--- src/rtl/vga_timing_gen_if.sv ---
// Pixel bus between the VGA timing generator and its upstream pixel source / downstream DAC.
interface vga_timing_gen_if #(
  parameter int unsigned XW    = 10,
  parameter int unsigned YW    = 10,
  parameter int unsigned RGB_W = 3
) ();
  logic [RGB_W-1:0] PixIn;
  logic             PixEn;
  logic [XW-1:0]    PixX;
  logic [YW-1:0]    PixY;
  logic             LineStart;
  logic             FrameStart;
  logic             hSync;
  logic             nhSync;
  logic             vSync;
  logic             nvSync;
  logic             hBright;
  logic             vBright;
  logic [RGB_W-1:0] VidOut;

  modport master (
    input  PixIn,
    output PixEn, PixX, PixY, LineStart, FrameStart,
    output hSync, nhSync, vSync, nvSync, hBright, vBright, VidOut
  );

  modport slave (
    output PixIn,
    input  PixEn, PixX, PixY, LineStart, FrameStart,
    input  hSync, nhSync, vSync, nvSync, hBright, vBright, VidOut
  );
endinterface

--- src/rtl/vga_timing_gen.sv ---
// Parametrised VGA raster timing generator with registered sync/blank/video output stage.
// Define VGA_TEST_PATTERN_EN to replace PixIn with an internal 8-bar colour pattern.
module vga_timing_gen #(
  parameter int unsigned H_ACTIVE = 640,
  parameter int unsigned H_FP     = 16,
  parameter int unsigned H_SYNC   = 96,
  parameter int unsigned H_BP     = 48,
  parameter int unsigned V_ACTIVE = 480,
  parameter int unsigned V_FP     = 10,
  parameter int unsigned V_SYNC   = 2,
  parameter int unsigned V_BP     = 33,
  parameter int unsigned CLK_DIV  = 2,
  parameter int unsigned XW       = 10,
  parameter int unsigned YW       = 10,
  parameter int unsigned RGB_W    = 3
) (
  input  logic             CLK,
  input  logic             CLR,
  vga_timing_gen_if.master vif
);

  localparam int unsigned H_TOTAL = H_ACTIVE + H_FP + H_SYNC + H_BP;
  localparam int unsigned V_TOTAL = V_ACTIVE + V_FP + V_SYNC + V_BP;
  localparam int unsigned HS_BEG  = H_ACTIVE + H_FP;
  localparam int unsigned HS_END  = HS_BEG + H_SYNC;
  localparam int unsigned VS_BEG  = V_ACTIVE + V_FP;
  localparam int unsigned VS_END  = VS_BEG + V_SYNC;
  localparam int unsigned DW      = (CLK_DIV > 1) ? $clog2(CLK_DIV) : 1;
  localparam int unsigned CH_W    = RGB_W / 3;

  logic [DW-1:0]    div_q, div_d;
  logic [XW-1:0]    h_cnt_q, h_cnt_d;
  logic [YW-1:0]    v_cnt_q, v_cnt_d;
  logic             h_sync_q, h_sync_d;
  logic             v_sync_q, v_sync_d;
  logic             h_bright_q, h_bright_d;
  logic             v_bright_q, v_bright_d;
  logic [RGB_W-1:0] vid_q, vid_d;

  logic             pix_en;
  logic             h_wrap, v_wrap;
  logic             hs, hb, vs, vb;
  logic [RGB_W-1:0] pix_src;

  // Region decode from the raw counters; compared at 32 bits so HS_END/VS_END cannot overflow.
  always_comb begin
    pix_en = (div_q == DW'(CLK_DIV - 1));
    h_wrap = (32'(h_cnt_q) == H_TOTAL - 1);
    v_wrap = (32'(v_cnt_q) == V_TOTAL - 1);
    hs     = (32'(h_cnt_q) >= HS_BEG) && (32'(h_cnt_q) < HS_END);
    hb     = (32'(h_cnt_q) <  H_ACTIVE);
    vs     = (32'(v_cnt_q) >= VS_BEG) && (32'(v_cnt_q) < VS_END);
    vb     = (32'(v_cnt_q) <  V_ACTIVE);
  end

`ifdef VGA_TEST_PATTERN_EN
  localparam int unsigned BAR_PX = (H_ACTIVE >= 8) ? H_ACTIVE / 8 : 1;
  localparam int unsigned PW     = (BAR_PX > 1) ? $clog2(BAR_PX) : 1;

  logic [2:0]    bar_q, bar_d;
  logic [PW-1:0] bar_px_q, bar_px_d;
  logic          unused_pix_in;

  assign unused_pix_in = ^vif.PixIn;

  // Bar index tracks the current hCnt; it is zero whenever hCnt is zero (every LineStart).
  always_comb begin
    bar_d    = bar_q;
    bar_px_d = bar_px_q;
    if (pix_en) begin
      if (h_wrap) begin
        bar_d    = '0;
        bar_px_d = '0;
      end else if (hb) begin
        if (32'(bar_px_q) == BAR_PX - 1) begin
          bar_px_d = '0;
          bar_d    = bar_q + 3'(1);
        end else begin
          bar_px_d = bar_px_q + PW'(1);
        end
      end
    end
    pix_src = {{CH_W{bar_q[2]}}, {CH_W{bar_q[1]}}, {CH_W{bar_q[0]}}};
  end

  always_ff @(posedge CLK) begin
    if (CLR) begin
      bar_q    <= '0;
      bar_px_q <= '0;
    end else begin
      bar_q    <= bar_d;
      bar_px_q <= bar_px_d;
    end
  end
`else
  assign pix_src = vif.PixIn;
`endif

  // Divider, raster counters and the one-pixel-late output stage all step together on pix_en.
  always_comb begin
    div_d      = pix_en ? '0 : div_q + DW'(1);
    h_cnt_d    = h_cnt_q;
    v_cnt_d    = v_cnt_q;
    h_sync_d   = h_sync_q;
    v_sync_d   = v_sync_q;
    h_bright_d = h_bright_q;
    v_bright_d = v_bright_q;
    vid_d      = vid_q;
    if (pix_en) begin
      h_cnt_d = h_wrap ? '0 : h_cnt_q + XW'(1);
      if (h_wrap) begin
        v_cnt_d = v_wrap ? '0 : v_cnt_q + YW'(1);
      end
      h_sync_d   = hs;
      v_sync_d   = vs;
      h_bright_d = hb;
      v_bright_d = vb;
      vid_d      = (hb && vb) ? pix_src : '0;
    end
  end

  always_ff @(posedge CLK) begin
    if (CLR) begin
      div_q      <= '0;
      h_cnt_q    <= '0;
      v_cnt_q    <= '0;
      h_sync_q   <= 1'b0;
      v_sync_q   <= 1'b0;
      h_bright_q <= 1'b0;
      v_bright_q <= 1'b0;
      vid_q      <= '0;
    end else begin
      div_q      <= div_d;
      h_cnt_q    <= h_cnt_d;
      v_cnt_q    <= v_cnt_d;
      h_sync_q   <= h_sync_d;
      v_sync_q   <= v_sync_d;
      h_bright_q <= h_bright_d;
      v_bright_q <= v_bright_d;
      vid_q      <= vid_d;
    end
  end

  assign vif.PixEn      = pix_en;
  assign vif.PixX       = h_cnt_q;
  assign vif.PixY       = v_cnt_q;
  assign vif.LineStart  = pix_en && (h_cnt_q == '0);
  assign vif.FrameStart = pix_en && (h_cnt_q == '0) && (v_cnt_q == '0);
  assign vif.hSync      = h_sync_q;
  assign vif.nhSync     = ~h_sync_q;
  assign vif.vSync      = v_sync_q;
  assign vif.nvSync     = ~v_sync_q;
  assign vif.hBright    = h_bright_q;
  assign vif.vBright    = v_bright_q;
  assign vif.VidOut     = vid_q;

endmodule

--- src/flat_wrapper.sv ---
// flat-port wrapper written by rule: the top's interface ports become plain ports
module vga_timing_gen_flat 
#(
  parameter int unsigned H_ACTIVE = 640,
  parameter int unsigned H_FP     = 16,
  parameter int unsigned H_SYNC   = 96,
  parameter int unsigned H_BP     = 48,
  parameter int unsigned V_ACTIVE = 480,
  parameter int unsigned V_FP     = 10,
  parameter int unsigned V_SYNC   = 2,
  parameter int unsigned V_BP     = 33,
  parameter int unsigned CLK_DIV  = 2,
  parameter int unsigned XW       = 10,
  parameter int unsigned YW       = 10,
  parameter int unsigned RGB_W    = 3
)
  (CLK, CLR, vif_PixIn, vif_PixEn, vif_PixX, vif_PixY, vif_LineStart, vif_FrameStart, vif_hSync, vif_nhSync, vif_vSync, vif_nvSync, vif_hBright, vif_vBright, vif_VidOut);
  vga_timing_gen_if #(.XW(XW), .YW(YW), .RGB_W(RGB_W)) vif_i ();
  input  logic CLK;
  input  logic CLR;
  input wire logic [$bits(vif_i.PixIn)-1:0] vif_PixIn;
  output wire logic [$bits(vif_i.PixEn)-1:0] vif_PixEn;
  output wire logic [$bits(vif_i.PixX)-1:0] vif_PixX;
  output wire logic [$bits(vif_i.PixY)-1:0] vif_PixY;
  output wire logic [$bits(vif_i.LineStart)-1:0] vif_LineStart;
  output wire logic [$bits(vif_i.FrameStart)-1:0] vif_FrameStart;
  output wire logic [$bits(vif_i.hSync)-1:0] vif_hSync;
  output wire logic [$bits(vif_i.nhSync)-1:0] vif_nhSync;
  output wire logic [$bits(vif_i.vSync)-1:0] vif_vSync;
  output wire logic [$bits(vif_i.nvSync)-1:0] vif_nvSync;
  output wire logic [$bits(vif_i.hBright)-1:0] vif_hBright;
  output wire logic [$bits(vif_i.vBright)-1:0] vif_vBright;
  output wire logic [$bits(vif_i.VidOut)-1:0] vif_VidOut;
  assign vif_i.PixIn = vif_PixIn;
  assign vif_PixEn = vif_i.PixEn;
  assign vif_PixX = vif_i.PixX;
  assign vif_PixY = vif_i.PixY;
  assign vif_LineStart = vif_i.LineStart;
  assign vif_FrameStart = vif_i.FrameStart;
  assign vif_hSync = vif_i.hSync;
  assign vif_nhSync = vif_i.nhSync;
  assign vif_vSync = vif_i.vSync;
  assign vif_nvSync = vif_i.nvSync;
  assign vif_hBright = vif_i.hBright;
  assign vif_vBright = vif_i.vBright;
  assign vif_VidOut = vif_i.VidOut;
  vga_timing_gen #(.H_ACTIVE(H_ACTIVE), .H_FP(H_FP), .H_SYNC(H_SYNC), .H_BP(H_BP), .V_ACTIVE(V_ACTIVE), .V_FP(V_FP), .V_SYNC(V_SYNC), .V_BP(V_BP), .CLK_DIV(CLK_DIV), .XW(XW), .YW(YW), .RGB_W(RGB_W)) u_core (.CLK(CLK), .CLR(CLR), .vif(vif_i));
endmodule
--- config.mk ---
export PLATFORM = sky130hd
export DESIGN_NAME = vga_timing_gen_flat
export DESIGN_NICKNAME = d
export VERILOG_FILES = /design/src/rtl/vga_timing_gen_if.sv /design/src/rtl/vga_timing_gen.sv /design/src/flat_wrapper.sv
export SDC_FILE = /design/constraint.sdc
export NUM_CORES = 1
export LEC_CHECK = 0
export ABC_AREA = 1
export BUFFER_PORTS_ARGS = -buffer_cell sky130_fd_sc_hd__buf_2
export CORE_MARGIN = 2
export CORE_UTILIZATION = 40
export CTS_CLUSTER_SIZE = 16
export DETAILED_ROUTE_END_ITERATION = 7
export HOLD_SLACK_MARGIN = 0.12
export PLACE_DENSITY = 0.71
export SLEW_MARGIN = 30
export SYNTH_ARGS = -nofsm -noshare
export SYNTH_HDL_FRONTEND = slang
export SYNTH_SLANG_ARGS = --single-unit
--- constraint.sdc ---
create_clock -name CLK -period 1.59 [get_ports CLK]
set_input_delay 0.318 -clock CLK [delete_from_list [all_inputs] [get_ports CLK]]
set_output_delay 0.318 -clock CLK [all_outputs]
set_load 0.05 [all_outputs]
==> results.yml, run 1 <==
yosys:
  netlist.area_leader.share_pct: 35.64
  ys_top_cells_by_count: "54 x nand2_1, 34 x nor2_1, 30 x inv_1, 28 x dfxtp_1, 25 x nand3_1"
  yosysMostFrequentCell: "nand2_1"
  ys_ff_latch: 28
  synthArstFlopShare_pct: 0
  synth_flop_cell: "dfxtp_1"
  synth_top_area_cell: "dfxtp_1"
  synth_area_um2: 1573
  ys_top_cells_by_area: "dfxtp_1 36%, nand2_1 13%, nor2_1 8.1%, nand3_1 8.0%, inv_1 7.2%"
  ys_seq_area_share_pct: 35.64
  syn_inst: 229
  syn_area_per_cell_um2: 6.868
  yosysUniqueCellTypes: 31
  ys.warnings.count: 0
  synth-edff-count: 0
  synth.net_count: 239
route:
  drtPass1Iterations: 4
  drc_errors: 0
  wirelength_um: 4297
  drtAntennaViolNets: 0
  vias: 1675
  viasPerCell: 4.898
  dr.first_iter.drc_count: 99
  wl_per_cell_um: 12.56
worst_setup_path:
  worst_ep_arrival_time_ns: 1.42
  reg2regPathDepth: 11
  cp-start-kind: "register"
  required_ns: 1.27
  r2r-start: "u_core.vif.PixY[1]"
  crit_path_end_kind: "output pin"
  crit_fanout: 2
  path_class: "register to output pin"
  crit_path_start: "u_core.vif.PixX[0]"
timing:
  hold_viol: 0
  setup_ws_ns: -0.1483
  rsz0062_at_grt: "yes"
  setup_viol: 2
  slew_viol_final: 0
  relSlewSlack_pct: 68.39
  finalCritPeriodShare_pct: 109.3
  worst_slew_pin_slew_ns: 0.4706
  finClkSkew_ns: 0.003358
  clock.fmax_mhz: 575.3
  fin_crit_ns: 1.738
  holdWs_ns: 0.2501
global_route:
  overflow: 0
  grt_max_degree: 17
  antenna_found_initial: 0
  grt_usage_pct: 20.53
  grt_pass1_wl_um: 6941
  grt_pass1_vias: 1539
clock_network:
  hold_buffers: 0
  clock_sinks: 28
  clk_path_buf_depth: 2
  cts_made_buffers: 3
  cts_tree: "done"
  path_clk_slew_ns: 0.10
  cts-root-buf: "clkbuf_8"
  worstSkewPairLatency_ns: 0.28
  cts_htree_levels: 1
hold_path:
  worstHoldPathType: "input port to register"
  hold_depth: 3
  hold_path_startpoint: "vif_PixIn[0]"
placement:
  routabilityCongestion: 0.8377
  numPortBuffers: 36
  dp.cells: 331
  dp_hpwl_um: 3107
  dp_slack_ns: 0.0006362
outcome:
  violations: "negative setup slack"
  status: "finished with violations"
finish:
  antenna_cells: 0
  area_growth_pct: 44.07
  final_cells: 342
  drive_above_1_share_pct: 41.50
  regArea_um2: 589.3
  nFillCells: 365
  nets: 305
  multi_input_area_um2: 1007
die:
  start_util_pct: 42.32
  chipHeight_um: 66.71
  die_x_um: 66.71
  io-pin-count: 37
  num_rows: 22
  dieArea_um2: 4450
  core_area_um2: 3716
job:
  max_cap_viol_count: 0
power:
  peakVddDrop_v: 0.0006472
  pwr_density_cell_nw_per_um2: 663.5
  p_leak_uw: 0.001015
[layout make-up]
cell class / count / share of cell area [%]
clock inverter: 1 / 1.325
sequential: 28 / 26.01
tap: 48 / 2.650
multi-input combinational: 167 / 44.45
clock buffer: 3 / 1.822
timing repair buffer: 64 / 18.28
inverter: 31 / 5.467
[path summary, 6_finish.rpt]
kind,endpoint,slack (ns)
setup / recovery,vif_FrameStart,-0.15
hold / removal,u_core.vif.VidOut[0],0.25
setup reg to reg,u_core.vif.PixY[9],0.05
hold reg to reg,u_core.vif.VidOut[0],0.46
[cell families after synthesis]
| logic type | share of synthesized area (%) |
|---|---|
| fa+ha+maj | 3.978 |
| xor+xnor | 1.114 |
| simple gates | 42.48 |
| buf+inv | 8.432 |
| flops | 35.64 |
| compound gates | 8.353 |
[cell usage in the layout, fill, tap and decap left out, types with 2 or more instances in the layout]
| cell type | count |
|---|---|
| nor3_1 | 3 |
| nor2_2 | 8 |
| buf_4 | 25 |
| buf_6 | 5 |
| dfxtp_4 | 5 |
| inv_1 | 25 |
| nor2_1 | 28 |
| nand4_1 | 6 |
| nor2_4 | 3 |
| nand3_1 | 20 |
| dfxtp_1 | 15 |
| nand3_2 | 5 |
| dfxtp_2 | 8 |
| a21oi_1 | 8 |
| nand2_1 | 52 |
| inv_4 | 3 |
| clkbuf_8 | 3 |
| inv_2 | 3 |
| o21ai_0 | 6 |
| ha_1 | 2 |
| buf_2 | 34 |
| o21bai_2 | 2 |
| nand2_2 | 5 |
| ha_4 | 3 |
| nand3_4 | 2 |
[sequential cells by signal (all words and copies together) (netlist names)]
| signal | cells |
|---|---|
| u_core.vif.hSync | 1 |
| u_core.vif.vSync | 1 |
| u_core.vif.hBright | 1 |
| u_core.vif.vBright | 1 |
| u_core.vif.PixEn | 1 |
| u_core.vif.PixX | 10 |
| u_core.vif.VidOut | 3 |
| u_core.vif.PixY | 10 |
[metrics by stage]
step                power (uW)  utilization, %  TNS (ns)  instance area [um^2]
finish                    1503           60.98   -0.2838                  2266
global route              1567           60.98   -0.4216                  2266
CTS                       1508           58.65   -0.9151                  2180
detailed placement       917.1           54.31         0                  2018
global placement         914.7           54.31         0                  2018
floorplan                863.8               -   -0.2172                  1640
[worst max-delay path, cell delays in order (launching register included)]
cell and delay, ns:
dfxtp_4 0.36, inv_2 0.07, ha_4 0.12, nand3_2 0.10, nor4_4 0.29, buf_6 0.20
[where the power goes]
| group | switching [uW] | internal [uW] | total (uW) |
|---|---|---|---|
| registers | 9.05 | 711 | 720 |
| clock network | 242 | 338 | 580 |
| logic | 141 | 62.7 | 203 |
| total | 392 | 1110 | 1500 |
[timing repair]
action	CTS	global route
resized for setup	16	15
pin swaps	4	7
setup buffers	5	6
endpoints found under the setup margin	2	10
cloned	0	0
[per-layer routing]
metal | global-route usage, % | vias to the layer above | part of all wire [%]
li1 | - | 863 | -
met1 | 25.59 | 751 | 44
met2 | 35.00 | 59 | 49
met3 | 4.899 | 2 | 6.3
met4 | 5.867 | 0 | 0.77
met5 | 0 | - | 0
Note: power is estimated with default switching activity, not from simulation.
==> inputs of run 2 (changes only) <==
--- a/config.mk
+++ b/config.mk
@@ -13,6 +13,7 @@
 export DETAILED_ROUTE_END_ITERATION = 7
 export HOLD_SLACK_MARGIN = 0.12
 export PLACE_DENSITY = 0.71
+export SKIP_LAST_GASP = 1
 export SLEW_MARGIN = 30
 export SYNTH_ARGS = -nofsm -noshare
 export SYNTH_HDL_FRONTEND = slang
==> run 2 against run 1 <==
  * The run still ends with negative setup slack left
  * Count of clock-buffer cells in the layout stayed put
  * Worst hold slack better by 0.0012 ns
  * Fmax is 0.47% lower
  * Clock power hardly changed
  * Sequential power hardly changed
  * Power hardly changed
  * Sequential cell count stayed put
  * First-iteration DRC count is 17% lower
  * Critical path depth stayed put
  * Die area stayed put
  * Utilization is 0.27 points lower
  * Critical path type unchanged
  * Largest cell class unchanged
  * Largest power group unchanged
==> results.yml, run 2 (synthesis results as in run 1) <==
outcome:
  status: "finished with violations"
  violations: "negative setup slack"
global_route:
  grt_pass1_wl_um: 6941
  antenna_found_initial: 0
  grt_pass1_vias: 1539
  overflow: 0
  grt_max_degree: 17
  grt_usage_pct: 20.53
worst_setup_path:
  cp-start-kind: "register"
  path_buf_inv: 2
  worst_ep_arrival_time_ns: 1.43
  worst-r2r-setup-slack_ns: 0.06
  reg2regPathDepth: 11
  worstPathCellList: "inv_4 -> ha_4 -> nand3_2 -> nor4_4 -> buf_6"
  cpLargestDelayFamily: "simple AND/OR/NAND/NOR gates"
  crit_path_end_kind: "output pin"
  path_class: "register to output pin"
  required_ns: 1.27
  r2r-end: "u_core.vif.PixY[3]"
  cp_slowest_cell: "dfxtp_4"
  crit_fanout: 2
  slowest_delay_ns: 0.36
  r2r-start: "u_core.vif.PixY[1]"
route:
  drc_errors: 0
  wirelength_um: 4315
  viasPerCell: 4.874
  drtPass1Iterations: 4
  dr.first_iter.drc_count: 82
  vias: 1667
  wl_per_cell_um: 12.62
  drtAntennaViolNets: 0
finish:
  final_util_pct: 60.71
  regArea_um2: 589.3
  nets: 305
  area_growth_pct: 43.44
  drive_above_1_share_pct: 40.48
  stdcell_area_um2: 2256
  final_cell_mix: "52 x nand2_1, 34 x buf_2, 30 x nor2_1"
  nFillCells: 366
  antenna_cells: 0
  multi_input_area_um2: 997.2
  layout_commonest_cell: "nand2_1"
die:
  start_util_pct: 42.32
  io-pin-count: 37
  num_rows: 22
  chipHeight_um: 66.71
  dieArea_um2: 4450
  core_area_um2: 3716
  die_x_um: 66.71
power:
  power.share.sequential_pct: 47.9
  switchingPower_uw: 391.0
  p_leak_uw: 0.001016
  internal-power_uw: 1111
  peakVddDrop_v: 0.0006466
  pwr-share-clk_pct: 38.5
  comb_power_share_pct: 13.6
  pwr_density_cell_nw_per_um2: 666.0
  power.share.switching_pct: 26.02
timing:
  slew_viol_final: 0
  fin_crit_ns: 1.747
  finalCritPeriodShare_pct: 109.8
  worst_slew_pin_slew_ns: 0.3638
  relSlewSlack_pct: 75.56
  fin_tns_setup_ns: -0.2897
  hold_viol: 0
  clock.fmax_mhz: 572.6
  setup_viol: 2
  holdWs_ns: 0.2514
  setup_ws_ns: -0.1565
  finClkSkew_ns: 0.003674
  rsz0062_at_grt: "yes"
clock_network:
  cts_tree: "done"
  clock_sinks: 28
  cts_made_buffers: 3
  cts-root-buf: "clkbuf_8"
  hold_buffers: 0
  clk_path_buf_depth: 2
  worstSkewPairLatency_ns: 0.28
  path_clk_slew_ns: 0.10
  cts_htree_levels: 1
placement:
  routabilityCongestion: 0.8377
  numPortBuffers: 36
  dp_hpwl_um: 3107
  dpl_cell_area_um2: 2018
hold_path:
  worst_hold_path.endpoint: "u_core.vif.VidOut[0]"
  hold_path_startpoint: "vif_PixIn[0]"
  hold_depth: 3
  worstHoldPathType: "input port to register"
job:
  max_cap_viol_count: 0
## run 2: cell types whose count changed in the layout (fill, tap and decap cells not counted)
cell     change
nor2_1       +2
nor2_2       -2
nand3_1      +1
nand3_2      -1
## run 2: worst min-delay path: stages
cell and delay [ns]:
buf_2 0.08, nand3_1 0.07, nand2_1 0.05
## run 2: power by group through the flow
stage,logic (uW),clock network [uW],registers [uW]
global placement,181,0,734
floorplan,75.1,0,789
CTS,197,591,720
finish,204,579,720
global route,216,629,722
detailed placement,182,0,735
## run 2: layout make-up
type / count / area share (%)
multi-input combinational: 167 / 44.20
sequential: 28 / 26.12
timing repair buffer: 64 / 18.36
inverter: 31 / 5.491
tap: 48 / 2.662
clock buffer: 3 / 1.830
clock inverter: 1 / 1.331
## run 2: layer usage
layer	up-vias	routed length, um	track usage (%)
li1	867	-	-
met1	752	1898	25.59
met2	46	2155	35.00
met3	2	228	4.899
met4	0	33	5.867
met5	-	0	0
## run 2: worst max-delay path by stage
| stage | from | to | cells after the start |
|---|---|---|---|
| 4_1_cts | u_core.vif.PixY[1] | vif_FrameStart | 7 |
| 3_3_place_gp | u_core.vif.PixY[1] | vif_FrameStart | 7 |
| 6_report | u_core.vif.PixX[1] | vif_FrameStart | 5 |
| 2_1_floorplan | u_core.vif.PixY[1] | vif_FrameStart | 6 |
| 5_1_grt | u_core.vif.PixY[1] | vif_FrameStart | 7 |
| 3_5_place_dp | u_core.vif.PixY[1] | vif_FrameStart | 7 |
## run 2: timing repair
action | in CTS | in global routing
gates resized for setup | 16 | 12
pin swaps | 3 | 7
endpoints found under the setup margin | 2 | 10
buffers inserted | 5 | 6
## run 2: through the flow
| step | cells | power, uW | worst slack [ns] |
|---|---|---|---|
| final | 342 | 1502 | -0.1565 |
| after global routing | 342 | 1567 | -0.2208 |
| after CTS | 340 | 1508 | -0.1473 |
| after detailed placement | 331 | 917.1 | 0.0006362 |
| after global placement | 331 | 914.7 | 0.01576 |
| after floorplan | 229 | 863.8 | -0.1635 |
==> inputs of run 3 (changes only) <==
--- a/config.mk
+++ b/config.mk
@@ -5,14 +5,14 @@
 export SDC_FILE = /design/constraint.sdc
 export NUM_CORES = 1
 export LEC_CHECK = 0
-export ABC_AREA = 1
+export ABC_AREA = 0
 export BUFFER_PORTS_ARGS = -buffer_cell sky130_fd_sc_hd__buf_2
 export CORE_MARGIN = 2
 export CORE_UTILIZATION = 40
 export CTS_CLUSTER_SIZE = 16
 export DETAILED_ROUTE_END_ITERATION = 7
 export HOLD_SLACK_MARGIN = 0.12
-export PLACE_DENSITY = 0.71
+export PLACE_DENSITY = 0.72
 export SKIP_LAST_GASP = 1
 export SLEW_MARGIN = 30
 export SYNTH_ARGS = -nofsm -noshare
==> run 3 against run 2 <==
  * The run still ends with negative setup slack left
  * Power shrank 5.8%
  * Clock power shrank 17%
  * First-iteration DRC count shrank 20%
  * Count of clock-buffer cells in the layout is the same
  * Worst hold slack lost 0.071 ns
  * Worst setup slack lost 0.23 ns
  * Fmax shrank 11%
  * Final area shrank 3.1%
  * Via count shrank 13%
  * Register-to-register slack lost 0.39 ns
  * Die area shrank 10%
  * Combinational power grew 8%
==> results.yml, run 3 <==
yosys:
  yosysMostFrequentCell: "dfxtp_1"
  ys_top_cells_by_area: "dfxtp_1 40%, ha_1 4.5%, xor2_1 4.4%, a21oi_1 3.6%, nand3_1 3.6%"
  ys_seq_area_share_pct: 39.89
  ys.warnings.count: 0
  syn_inst: 154
  synth-edff-count: 0
  synth.net_count: 164
  ys_top_cells_by_count: "28 x dfxtp_1, 10 x a21oi_1, 10 x nand3_1, 10 x nor2_1"
  netlist.area_leader.share_pct: 39.89
  synth_flop_cell: "dfxtp_1"
  syn_area_per_cell_um2: 9.124
  synth_top_area_cell: "dfxtp_1"
  synth_area_um2: 1405
  synthArstFlopShare_pct: 0
  yosysUniqueCellTypes: 40
  ys_ff_latch: 28
timing:
  fin_tns_setup_ns: -3.263
  slew_viol_final: 0
  finClkSkew_ns: 0.01140
  finalCritPeriodShare_pct: 124.0
  setup_viol: 17
  clock.fmax_mhz: 507.1
  holdWs_ns: 0.1802
  worst_slew_pin_slew_ns: 0.3712
  hold_viol: 0
  setup_ws_ns: -0.3821
  relSlewSlack_pct: 75.25
  rsz0062_at_grt: "yes"
  fin_crit_ns: 1.972
placement:
  numPortBuffers: 36
  routabilityCongestion: 0.9047
  dp_hpwl_um: 2890
  dp.cells: 259
clock_network:
  cts_made_buffers: 3
  hold_buffers: 0
  worstSkewPairLatency_ns: 0.33
  path_clk_slew_ns: 0.17
  cts-root-buf: "clkbuf_4"
  clk_path_buf_depth: 2
  cts_tree: "done"
  cts_htree_levels: 1
  clock_sinks: 28
die:
  die_x_um: 63.27
  dieArea_um2: 4003
  core_area_um2: 3363
  num_rows: 21
  io-pin-count: 37
  chipHeight_um: 63.27
  start_util_pct: 41.78
power:
  pwr_density_cell_nw_per_um2: 647.1
  comb_power_share_pct: 15.5
  internal-power_uw: 1051
  switchingPower_uw: 363.9
  peakVddDrop_v: 0.0003766
  power_uw: 1415
  power.share.sequential_pct: 50.7
  power.share.switching_pct: 25.71
  p_leak_uw: 0.0009418
  pwr-share-clk_pct: 33.8
hold_path:
  worst_hold_path.endpoint: "u_core.vif.VidOut[0]"
  hold_path_startpoint: "vif_PixIn[0]"
  worstHoldPathType: "input port to register"
  hold_depth: 2
route:
  drtPass1Iterations: 4
  wl_per_cell_um: 14.90
  drc_errors: 0
  viasPerCell: 5.342
  drtAntennaViolNets: 0
  wirelength_um: 4054
  vias: 1453
  dr.first_iter.drc_count: 66
worst_setup_path:
  cpLargestDelayFamily: "simple AND/OR/NAND/NOR gates"
  reg2regPathDepth: 5
  r2r-end: "u_core.vif.PixY[8]"
  worst-r2r-setup-slack_ns: -0.33
  crit_path_end_kind: "output pin"
  cp_slowest_cell: "dfxtp_4"
  cp-start-kind: "register"
  crit_fanout: 2
  required_ns: 1.27
  worst_ep_arrival_time_ns: 1.65
  path_buf_inv: 2
  worstPathCellList: "inv_2 -> ha_2 -> nor4b_4 -> and3_4 -> and4_4 -> buf_8"
  r2r-start: "u_core.vif.PixX[6]"
  path_class: "register to output pin"
  slowest_delay_ns: 0.38
global_route:
  overflow: 0
  antenna_found_initial: 0
  grt_use_met1_pct: 24.13
  met2_usage_pct: 37.90
  grt_max_degree: 21
  grt-busiest-layer: "met2"
  grt_pass1_vias: 1449
  grt_usage_pct: 20.40
  grt_pass1_wl_um: 6506
  met3_usage_pct: 1.964
finish:
  final_cells: 272
  drive_above_1_share_pct: 56.19
  final_util_pct: 65.03
  nFillCells: 294
  area_growth_pct: 55.65
  layout_commonest_cell: "buf_2"
  antenna_cells: 0
  nets: 237
  final_cell_mix: "34 x buf_2, 33 x buf_4, 12 x dfxtp_1"
outcome:
  status: "finished with violations"
  violations: "negative setup slack"
job:
  max_cap_viol_count: 0
-- run 3: changes by cell type in the layout (fill, tap and decap cells not counted), sizes merged, moves of 4 or more --
cell | before | now
o31ai | 0 | 4
nand3 | 27 | 10
and4 | 0 | 5
nand2 | 58 | 9
nor2 | 40 | 10
nor3 | 5 | 9
o21ai | 7 | 2
or4 | 0 | 4
xor2 | 1 | 7
buf | 64 | 75
inv | 31 | 7
-- run 3: layer usage --
metal	wire [um]	vias to the layer above
met5	0	-
met4	21	0
met3	108	2
met2	2180	26
met1	1743	711
li1	-	714
-- run 3: cells by family after synthesis --
logic type,Yosys count,share of synthesized area [%]
AND/OR/NAND/NOR,70,30.72
flip-flops,28,39.89
AO/OA/AOI/OAI,24,11.31
buffers and inverters,14,5.343
XOR/XNOR,11,6.856
adder cells (fa/ha/maj),5,4.452
multiplexers,2,1.425
-- run 3: power groups by stage --
stage          logic, uW  registers (uW)  clock network [uW]
6_report             220             717                 479
5_1_grt              231             719                 524
4_1_cts              213             716                 484
3_5_place_dp         183             734                   0
3_3_place_gp         180             733                   0
2_1_floorplan       73.8             788                   0
-- run 3: area by class of cell --
type / count / area [um^2] / share of cell area (%)
clock inverter: 1 / 30.03 / 1.373
inverter: 7 / 26.28 / 1.201
clock buffer: 3 / 22.52 / 1.030
tap: 46 / 57.56 / 2.632
timing repair buffer: 75 / 515.5 / 23.57
sequential: 28 / 600.6 / 27.46
multi-input combinational: 112 / 934.6 / 42.73
-- run 3: metrics by stage --
step / instance area (um^2) / setup slack [ns]
floorplan: 1496 / -0.2963
global placement: 1911 / -0.1772
detailed placement: 1911 / -0.2369
CTS: 2098 / -0.3832
global route: 2187 / -0.4555
finish: 2187 / -0.3821
-- run 3: worst max-delay path by stage --
stage	from	to	slack [ns]	cells past startpoint
after floorplan	u_core.vif.PixX[7]	u_core.vif.PixY[8]	-0.30	5
after global placement	u_core.vif.PixX[7]	u_core.vif.PixY[8]	-0.18	4
after detailed placement	u_core.vif.PixX[7]	u_core.vif.PixY[8]	-0.24	4
after CTS	u_core.vif.PixX[0]	vif_FrameStart	-0.38	6
after global routing	u_core.vif.PixX[0]	vif_FrameStart	-0.46	6
final	u_core.vif.PixX[0]	vif_FrameStart	-0.38	6
-- run 3: what timing repair did --
| item | CTS | global route |
|---|---|---|
| endpoints found under the setup margin | 10 | 17 |
| gates resized for setup | 17 | 21 |
| pin swaps | 7 | 7 |
| buffers inserted | 8 | 1 |
